**src/rtl/dual_port_ram_param.sv**
```systemverilog
// Dual-port synchronous RAM with registered read ports, optional zero-fill after
// reset, configurable read-during-write behaviour and cross-port collision tracking.
module dual_port_ram_param #(
    parameter int DATA_WIDTH    = 8,
    parameter int ADDR_WIDTH    = 6,
    parameter int RDW_MODE      = 0,
    parameter int INIT_ON_RESET = 1
) (
    input  logic                  clk,
    input  logic                  reset,
    input  logic                  en_a,
    input  logic                  en_b,
    input  logic                  we_a,
    input  logic                  we_b,
    input  logic [ADDR_WIDTH-1:0] addr_a,
    input  logic [ADDR_WIDTH-1:0] addr_b,
    input  logic [DATA_WIDTH-1:0] data_a,
    input  logic [DATA_WIDTH-1:0] data_b,
    output logic [DATA_WIDTH-1:0] q_a,
    output logic [DATA_WIDTH-1:0] q_b,
    output logic                  valid_a,
    output logic                  valid_b,
    output logic                  busy,
    output logic                  collision,
    output logic [7:0]            coll_count
);

    localparam int DEPTH = 2 ** ADDR_WIDTH;
    localparam logic [ADDR_WIDTH-1:0] LAST_ADDR = {ADDR_WIDTH{1'b1}};

    typedef enum logic [0:0] {
        ST_INIT  = 1'b0,
        ST_READY = 1'b1
    } state_t;

    localparam state_t RESET_STATE = (INIT_ON_RESET != 0) ? ST_INIT : ST_READY;

    state_t                  state_r;
    state_t                  state_nxt_s;
    logic [ADDR_WIDTH-1:0]   init_ptr_r;
    logic [DATA_WIDTH-1:0]   mem_r [DEPTH];
    logic                    ready_s;
    logic                    wr_a_s;
    logic                    wr_b_s;
    logic                    coll_s;
    logic [DATA_WIDTH-1:0]   rd_a_s;
    logic [DATA_WIDTH-1:0]   rd_b_s;

    // Next-state logic: the init sweep ends after the last address is cleared
    always_comb begin
        state_nxt_s = state_r;
        case (state_r)
            ST_INIT: begin
                if (init_ptr_r == LAST_ADDR) begin
                    state_nxt_s = ST_READY;
                end else begin
                    state_nxt_s = ST_INIT;
                end
            end
            ST_READY: state_nxt_s = ST_READY;
            default:  state_nxt_s = RESET_STATE;
        endcase
    end

    // Port qualification, collision detect and read-during-write data selection
    always_comb begin
        ready_s = (state_r == ST_READY);
        wr_a_s  = ready_s & en_a & we_a;
        // Port A wins a same-address double write, so B's write is dropped
        wr_b_s  = ready_s & en_b & we_b & ~(wr_a_s & (addr_a == addr_b));
        coll_s  = ready_s & en_a & en_b & (addr_a == addr_b) & (we_a | we_b);
        rd_a_s  = mem_r[addr_a];
        rd_b_s  = mem_r[addr_b];
        if (RDW_MODE != 0) begin
            if (wr_a_s) begin
                rd_a_s = data_a;
            end else if (wr_b_s && (addr_b == addr_a)) begin
                rd_a_s = data_b;
            end else begin
                rd_a_s = mem_r[addr_a];
            end
            if (wr_a_s && (addr_a == addr_b)) begin
                rd_b_s = data_a;
            end else if (wr_b_s) begin
                rd_b_s = data_b;
            end else begin
                rd_b_s = mem_r[addr_b];
            end
        end else begin
            rd_a_s = mem_r[addr_a];
            rd_b_s = mem_r[addr_b];
        end
    end

    // Storage array: zero sweep during init, port writes when ready, untouched by reset
    always_ff @(posedge clk) begin
        if (!reset) begin
            if (state_r == ST_INIT) begin
                mem_r[init_ptr_r] <= {DATA_WIDTH{1'b0}};
            end else begin
                if (wr_a_s) begin
                    mem_r[addr_a] <= data_a;
                end
                if (wr_b_s) begin
                    mem_r[addr_b] <= data_b;
                end
            end
        end
    end

    // State register, init pointer and busy flag
    always_ff @(posedge clk) begin
        if (reset) begin
            state_r    <= RESET_STATE;
            busy       <= (RESET_STATE == ST_INIT);
            init_ptr_r <= {ADDR_WIDTH{1'b0}};
        end else begin
            state_r <= state_nxt_s;
            busy    <= (state_nxt_s == ST_INIT);
            if (state_r == ST_INIT) begin
                init_ptr_r <= init_ptr_r + ADDR_WIDTH'(1);
            end
        end
    end

    // Registered read ports; q_x holds its value when the port is idle
    always_ff @(posedge clk) begin
        if (reset) begin
            q_a     <= {DATA_WIDTH{1'b0}};
            q_b     <= {DATA_WIDTH{1'b0}};
            valid_a <= 1'b0;
            valid_b <= 1'b0;
        end else begin
            valid_a <= ready_s & en_a;
            valid_b <= ready_s & en_b;
            if (ready_s && en_a) begin
                q_a <= rd_a_s;
            end
            if (ready_s && en_b) begin
                q_b <= rd_b_s;
            end
        end
    end

    // Collision pulse and saturating collision counter
    always_ff @(posedge clk) begin
        if (reset) begin
            collision  <= 1'b0;
            coll_count <= 8'd0;
        end else begin
            collision <= coll_s;
            if (coll_s && (coll_count != 8'd255)) begin
                coll_count <= coll_count + 8'd1;
            end
        end
    end

endmodule

```
**config.mk**
```make
export PLATFORM = sky130hd
export DESIGN_NAME = dual_port_ram_param
export DESIGN_NICKNAME = d
export VERILOG_FILES = /design/src/rtl/dual_port_ram_param.sv
export SDC_FILE = /design/constraint.sdc
export NUM_CORES = 1
export LEC_CHECK = 0
export CAP_MARGIN = 20
export CORE_UTILIZATION = 57
export CTS_CLUSTER_SIZE = 14
export DETAILED_ROUTE_END_ITERATION = 8
export PLACE_DENSITY_LB_ADDON = 0.12
export SYNTH_ARGS = -nofsm -noshare
export SYNTH_HDL_FRONTEND = slang
export SYNTH_SLANG_ARGS = --single-unit
```
**constraint.sdc**
```tcl
create_clock -name clk -period 3.05 [get_ports clk]
set_input_delay 0.61 -clock clk [delete_from_list [all_inputs] [get_ports clk]]
set_output_delay 0.61 -clock clk [all_outputs]
set_load 0.02 [all_outputs]
```
==> results, run 1 <==
- Counting tap cells, the placed design contains a total of 3503 instances.
- From bottom edge to top edge, the die measures 241 µm.
- Setup repair after global routing left no endpoint under its margin.
- Of the total power, combinational logic draws 0.095.
- In this run, post-CTS hold repair placed 0 buffers.
- The pin count of the biggest net entering global routing is 65.
- The share of flip-flops with an asynchronous set or reset after synthesis is 0.
- Buffers added to address setup during post-CTS repair amount to 0.
- The count of standard-cell rows is 87.
- For this run, global-route usage on met1 was measured as 0.580.
- Gates resized during post-CTS repair numbered 0.
- The most used routing layer is met2.
- For the worst-skew pair, the clock arrives at the later sink with an insertion delay of around 660 ps.
- The share of total power dissipated in the clock network is 0.423.
- Of the total power, registers draw 0.482.
- The area share of the leading cell type in the synthesized netlist is 0.470.
- The via-per-instance ratio is 7.25.
- After technology mapping, the gate count stands at 2539.
- The sort of element at the end of the critical path is a flop.
- The final setup TNS is 0 ps.
- The worst setup path is of the flop to flop kind.
- Traced cell by cell, the critical path runs through buf_4, nand2_2, nor3b_2, buf_4, nand2b_1, nor2_2, buf_4, nand2_1, buf_4, o21ai_1, buf_4.
- For this run, the leading register cell type out of synthesis is sky130_fd_sc_hd__edfxtp_1.
- The layout net count is 2844.
- Dividing the final minimum period by the clock period gives 0.881.
- STA puts the critical path data arrival time at 3020 ps.
- Power spread over the standard cell area amounts to about 430 nW/µm².
- The number of synthesis warnings is 0.
- Summing over every cut layer, the via total after detailed routing is about 26000.
- Synthesis produced a netlist with a net count of 2575.
- The cell that appears most often on the critical path is sky130_fd_sc_hd__buf_4.
- The initial utilization of the core area, before any placement, comes to 0.578.
- After detailed routing, the average wire length per cell comes to 36.1 µm.
- The CTS tree is yes.
- The post-route non-filler standard cell count is roughly 3600.
- The HPWL after detailed placement is 91.7 mm.
- The min-delay analysis places its worst path in the category flop to flop.
- The utilization of the core after routing is 0.689.
- Timing analysis after detailed placement gives a worst setup slack of -197 ps.
- The total number of clock tree sinks is 547.
- The critical path launch point type is a flop.
- The count of nets left with antenna violations after detail routing is 0.
- For met3 alone, demand over resource in global routing was 0.136.
- The number of different library cells used by synthesis comes to 71.
- VDD sags by at most roughly 0.47 mV.
- The worst path in the final design needs a cycle of 2690 ps, including I/O delays and setup.
- Yosys attributes the largest share of cell area to sky130_fd_sc_hd__edfxtp_1, sky130_fd_sc_hd__mux2_2, sky130_fd_sc_hd__mux4_2.
- The count of buffers added on input and output ports is 61.
- The total of endpoints with negative setup slack in the final report is 0.
- The fraction of power spent switching nets is 0.248.
- The max-slew violation count came to 0.
- The setup slack after layout is 362 ps.
- The first global-routing pass estimated 183 mm of wire.
- In this run the standard cell core region covers 56500 µm².
- Clock-pin slew was measured on the worst setup and hold paths at approximately 60 ps.
- The initial antenna violation count is 6.
- The number of top-level pins is between 60 and 70.
- The layout cell share with drive strength beyond 1 is 0.401.
- In this run the horizontal extent of the chip is around 240 µm.
- Static timing analysis puts the maximum clock frequency at 372 MHz.
- The final wirelength is 131 mm.
- The maximum single-stage delay on the critical path is 330 ps.
- The area enclosed by the die boundary is slightly below 60000 µm².
- The analysis attributes to net switching a power of approximately 4.2 mW.
- The weighted congestion reported at the end of routability-driven placement is 1.09.
- Between clock sinks in the finished design, the worst skew comes to between 40 and 50 ps.
- The leakage power is 15.5 nW.
- The number of buffers inserted during clock tree synthesis is 59.
- The via count of the first global-routing pass is 25200.
- Relative to the synthesized area, the layout overhead comes to 19.1%.
- Measured against its own limit, the worst slew margin works out to 0.191.
- The clock tree root buffer cell is sky130_fd_sc_hd__clkbuf_16.
- For this design, the slowest cell found on the critical path is sky130_fd_sc_hd__dfxtp_1.
- The length of the first detailed-routing pass in iterations is 7.
- The final-report hold violation count is 0.
- Counting along the longest clock path gives a buffer depth of 3.
- The internal power of the cells totals 12.7 mW.
- The run finished with clean final reports.
- Summed over all instances, the cell type with the most area after synthesis is sky130_fd_sc_hd__edfxtp_1.
- The iteration-0 DRC count of the detailed router is roughly 4100.
- The data required time at the worst endpoint is about 3400 ps.
- Dividing the synthesized area by the synthesized cell count gives 12.9 µm².
- Of the synthesized area, sequential elements account for 0.492.
- The slew at the pin closest to its max-slew limit is 1210 ps.
- After global routing the overflow that remains totals 0.
- Yosys mapped a number of flops with a built-in enable equal to 512.
- The number of fillers in the final layout is 4094.
- The netlist area before placement is 32700 µm².
- The detailed-route DRC error count is 0.
- In the global route stage, overall resource usage came out at 0.451.
- The max-capacitance violation count is 0.
- The H-tree generated during clock tree synthesis spans 2 levels.
- The global-route track usage on met2 is 0.678.
- Along the worst path, the maximum fanout reaches 10.
- Synthesis inferred 547 register bits.
==> registers in the layout, summed over array words and instances, names as in the netlist, 6 cells and up <==
| signal | flops |
|---|---|
| coll_count | 8 |
| init_ptr_r | 6 |
| mem_r | 512 |
| q_a | 8 |
| q_b | 8 |
==> worst max-delay path: cells and delay by family (launching register included) <==
| kind | cells | cell delay [ps] |
|---|---|---|
| simple gates | 5 | 940 |
| buf+inv | 5 | 1020 |
| flops | 1 | 330 |
| compound gates | 1 | 100 |
==> cell type report <==
cell class / instances / area [µm²] / share of cell area
multi-input combinational: 1695 / 15400 / 0.395
tap: 756 / 946 / 0.0243
antenna: 8 / 20.0 / 0.000514
inverter: 35 / 131 / 0.00337
clock inverter: 32 / 289 / 0.00742
sequential: 547 / 16100 / 0.413
timing repair buffer: 470 / 4550 / 0.117
clock buffer: 75 / 1560 / 0.0400
==> per-layer routing <==
layer	vias to the layer above	wire length [µm]
li1	10500	-
met1	13000	46400
met2	2204	57100
met3	470	18100
met4	2	8960
met5	-	10
==> cell families (layout without fill, tap and decap cells) <==
group / after synthesis / after routing / synth area share
and+or+nand+nor: 393 / 393 / 0.0605
AOI/OAI and AO/OA: 486 / 486 / 0.0994
adders and majority gates: 2 / 2 / 0.000766
buffers and inverters: 297 / 612 / 0.0391
DFF: 547 / 547 / 0.492
xor gates and xnor gates: 17 / 17 / 0.00479
muxes: 797 / 797 / 0.304
other: 0 / 8 / 0
==> synthesized netlist by cell type (5+ instances only) <==
library cell               number
sky130_fd_sc_hd__and2_1        17
sky130_fd_sc_hd__a22o_1         5
sky130_fd_sc_hd__nand2b_1       8
sky130_fd_sc_hd__buf_2         74
sky130_fd_sc_hd__mux2i_1      164
sky130_fd_sc_hd__o21bai_1       8
sky130_fd_sc_hd__inv_1         33
sky130_fd_sc_hd__nand2_1      141
sky130_fd_sc_hd__nor3b_1       14
sky130_fd_sc_hd__edfxtp_1     512
sky130_fd_sc_hd__nor2_1        71
sky130_fd_sc_hd__buf_6          5
sky130_fd_sc_hd__xnor2_1       13
sky130_fd_sc_hd__o21ai_0      128
sky130_fd_sc_hd__a21oi_1       55
sky130_fd_sc_hd__nor2_2        13
sky130_fd_sc_hd__and3_1         7
sky130_fd_sc_hd__mux2_1        36
sky130_fd_sc_hd__nand3b_1       9
sky130_fd_sc_hd__a311oi_1       6
sky130_fd_sc_hd__clkbuf_1     151
sky130_fd_sc_hd__a31oi_1       22
sky130_fd_sc_hd__nor2b_1       25
sky130_fd_sc_hd__mux2_2       495
sky130_fd_sc_hd__nand3_1       50
sky130_fd_sc_hd__dfxtp_1       35
sky130_fd_sc_hd__a221o_1       15
sky130_fd_sc_hd__o22ai_1       32
sky130_fd_sc_hd__mux4_2       102
sky130_fd_sc_hd__buf_4          8
sky130_fd_sc_hd__buf_1         23
sky130_fd_sc_hd__nor3_1         8
sky130_fd_sc_hd__a221oi_1      58
sky130_fd_sc_hd__a22oi_1      120
sky130_fd_sc_hd__o21ai_1       12
==> cells in the final DEF (no fill, tap or decap), types with 19 or more instances in the layout <==
| cell type | instances |
|---|---|
| sky130_fd_sc_hd__edfxtp_1 | 512 |
| sky130_fd_sc_hd__mux2_2 | 495 |
| sky130_fd_sc_hd__buf_4 | 340 |
| sky130_fd_sc_hd__mux2i_1 | 164 |
| sky130_fd_sc_hd__nand2_1 | 141 |
| sky130_fd_sc_hd__o21ai_0 | 128 |
| sky130_fd_sc_hd__a22oi_1 | 120 |
| sky130_fd_sc_hd__mux4_2 | 102 |
| sky130_fd_sc_hd__buf_12 | 73 |
| sky130_fd_sc_hd__nor2_1 | 68 |
| sky130_fd_sc_hd__clkbuf_16 | 60 |
| sky130_fd_sc_hd__a221oi_1 | 58 |
| sky130_fd_sc_hd__a21oi_1 | 55 |
| sky130_fd_sc_hd__nand3_1 | 50 |
| sky130_fd_sc_hd__clkdlybuf4s50_1 | 47 |
| sky130_fd_sc_hd__mux2_1 | 36 |
| sky130_fd_sc_hd__dfxtp_1 | 35 |
| sky130_fd_sc_hd__inv_1 | 33 |
| sky130_fd_sc_hd__o22ai_1 | 32 |
| sky130_fd_sc_hd__a31oi_1 | 22 |
| sky130_fd_sc_hd__nor2b_1 | 19 |
==> final timing paths <==
| kind | cells after the start | startpoint | endpoint | slack, ps |
|---|---|---|---|---|
| max | 11 | ready_s | mem_r[44][7] | 360 |
| min | 2 | q_b[4] | q_b[4] | 510 |
| max reg2reg | 11 | ready_s | mem_r[44][7] | 360 |
| min reg2reg | 2 | q_b[4] | q_b[4] | 510 |
==> metrics by stage <==
stage | hold WS [ps] | instance area [µm²] | power [mW]
2_1_floorplan | 481 | 32700 | 9.05
3_3_place_gp | 490 | 37100 | 9.78
3_5_place_dp | 502 | 37100 | 9.79
4_1_cts | 510 | 38900 | 16.7
5_1_grt | 521 | 38900 | 17.1
6_report | 506 | 38900 | 16.8
==> power groups by stage <==
stage | clock, mW | combinational [mW] | sequential (mW)
after global routing | 7.38 | 1.59 | 8.12
after global placement | 0 | 1.50 | 8.28
after detailed placement | 0 | 1.51 | 8.28
after floorplan | 0 | 0.774 | 8.28
after CTS | 7.10 | 1.51 | 8.12
final | 7.13 | 1.59 | 8.12
Note: power is estimated with default switching activity, not from simulation.
==> run 2, diff against run 1 <==
--- a/config.mk
+++ b/config.mk
@@ -5,7 +5,7 @@
 export SDC_FILE = /design/constraint.sdc
 export NUM_CORES = 1
 export LEC_CHECK = 0
-export CAP_MARGIN = 20
+export CAP_MARGIN = 10
 export CORE_UTILIZATION = 57
 export CTS_CLUSTER_SIZE = 14
 export DETAILED_ROUTE_END_ITERATION = 8
==> results of run 2 <==
The final DEF is identical to that of run 1; final timing and power are the same.
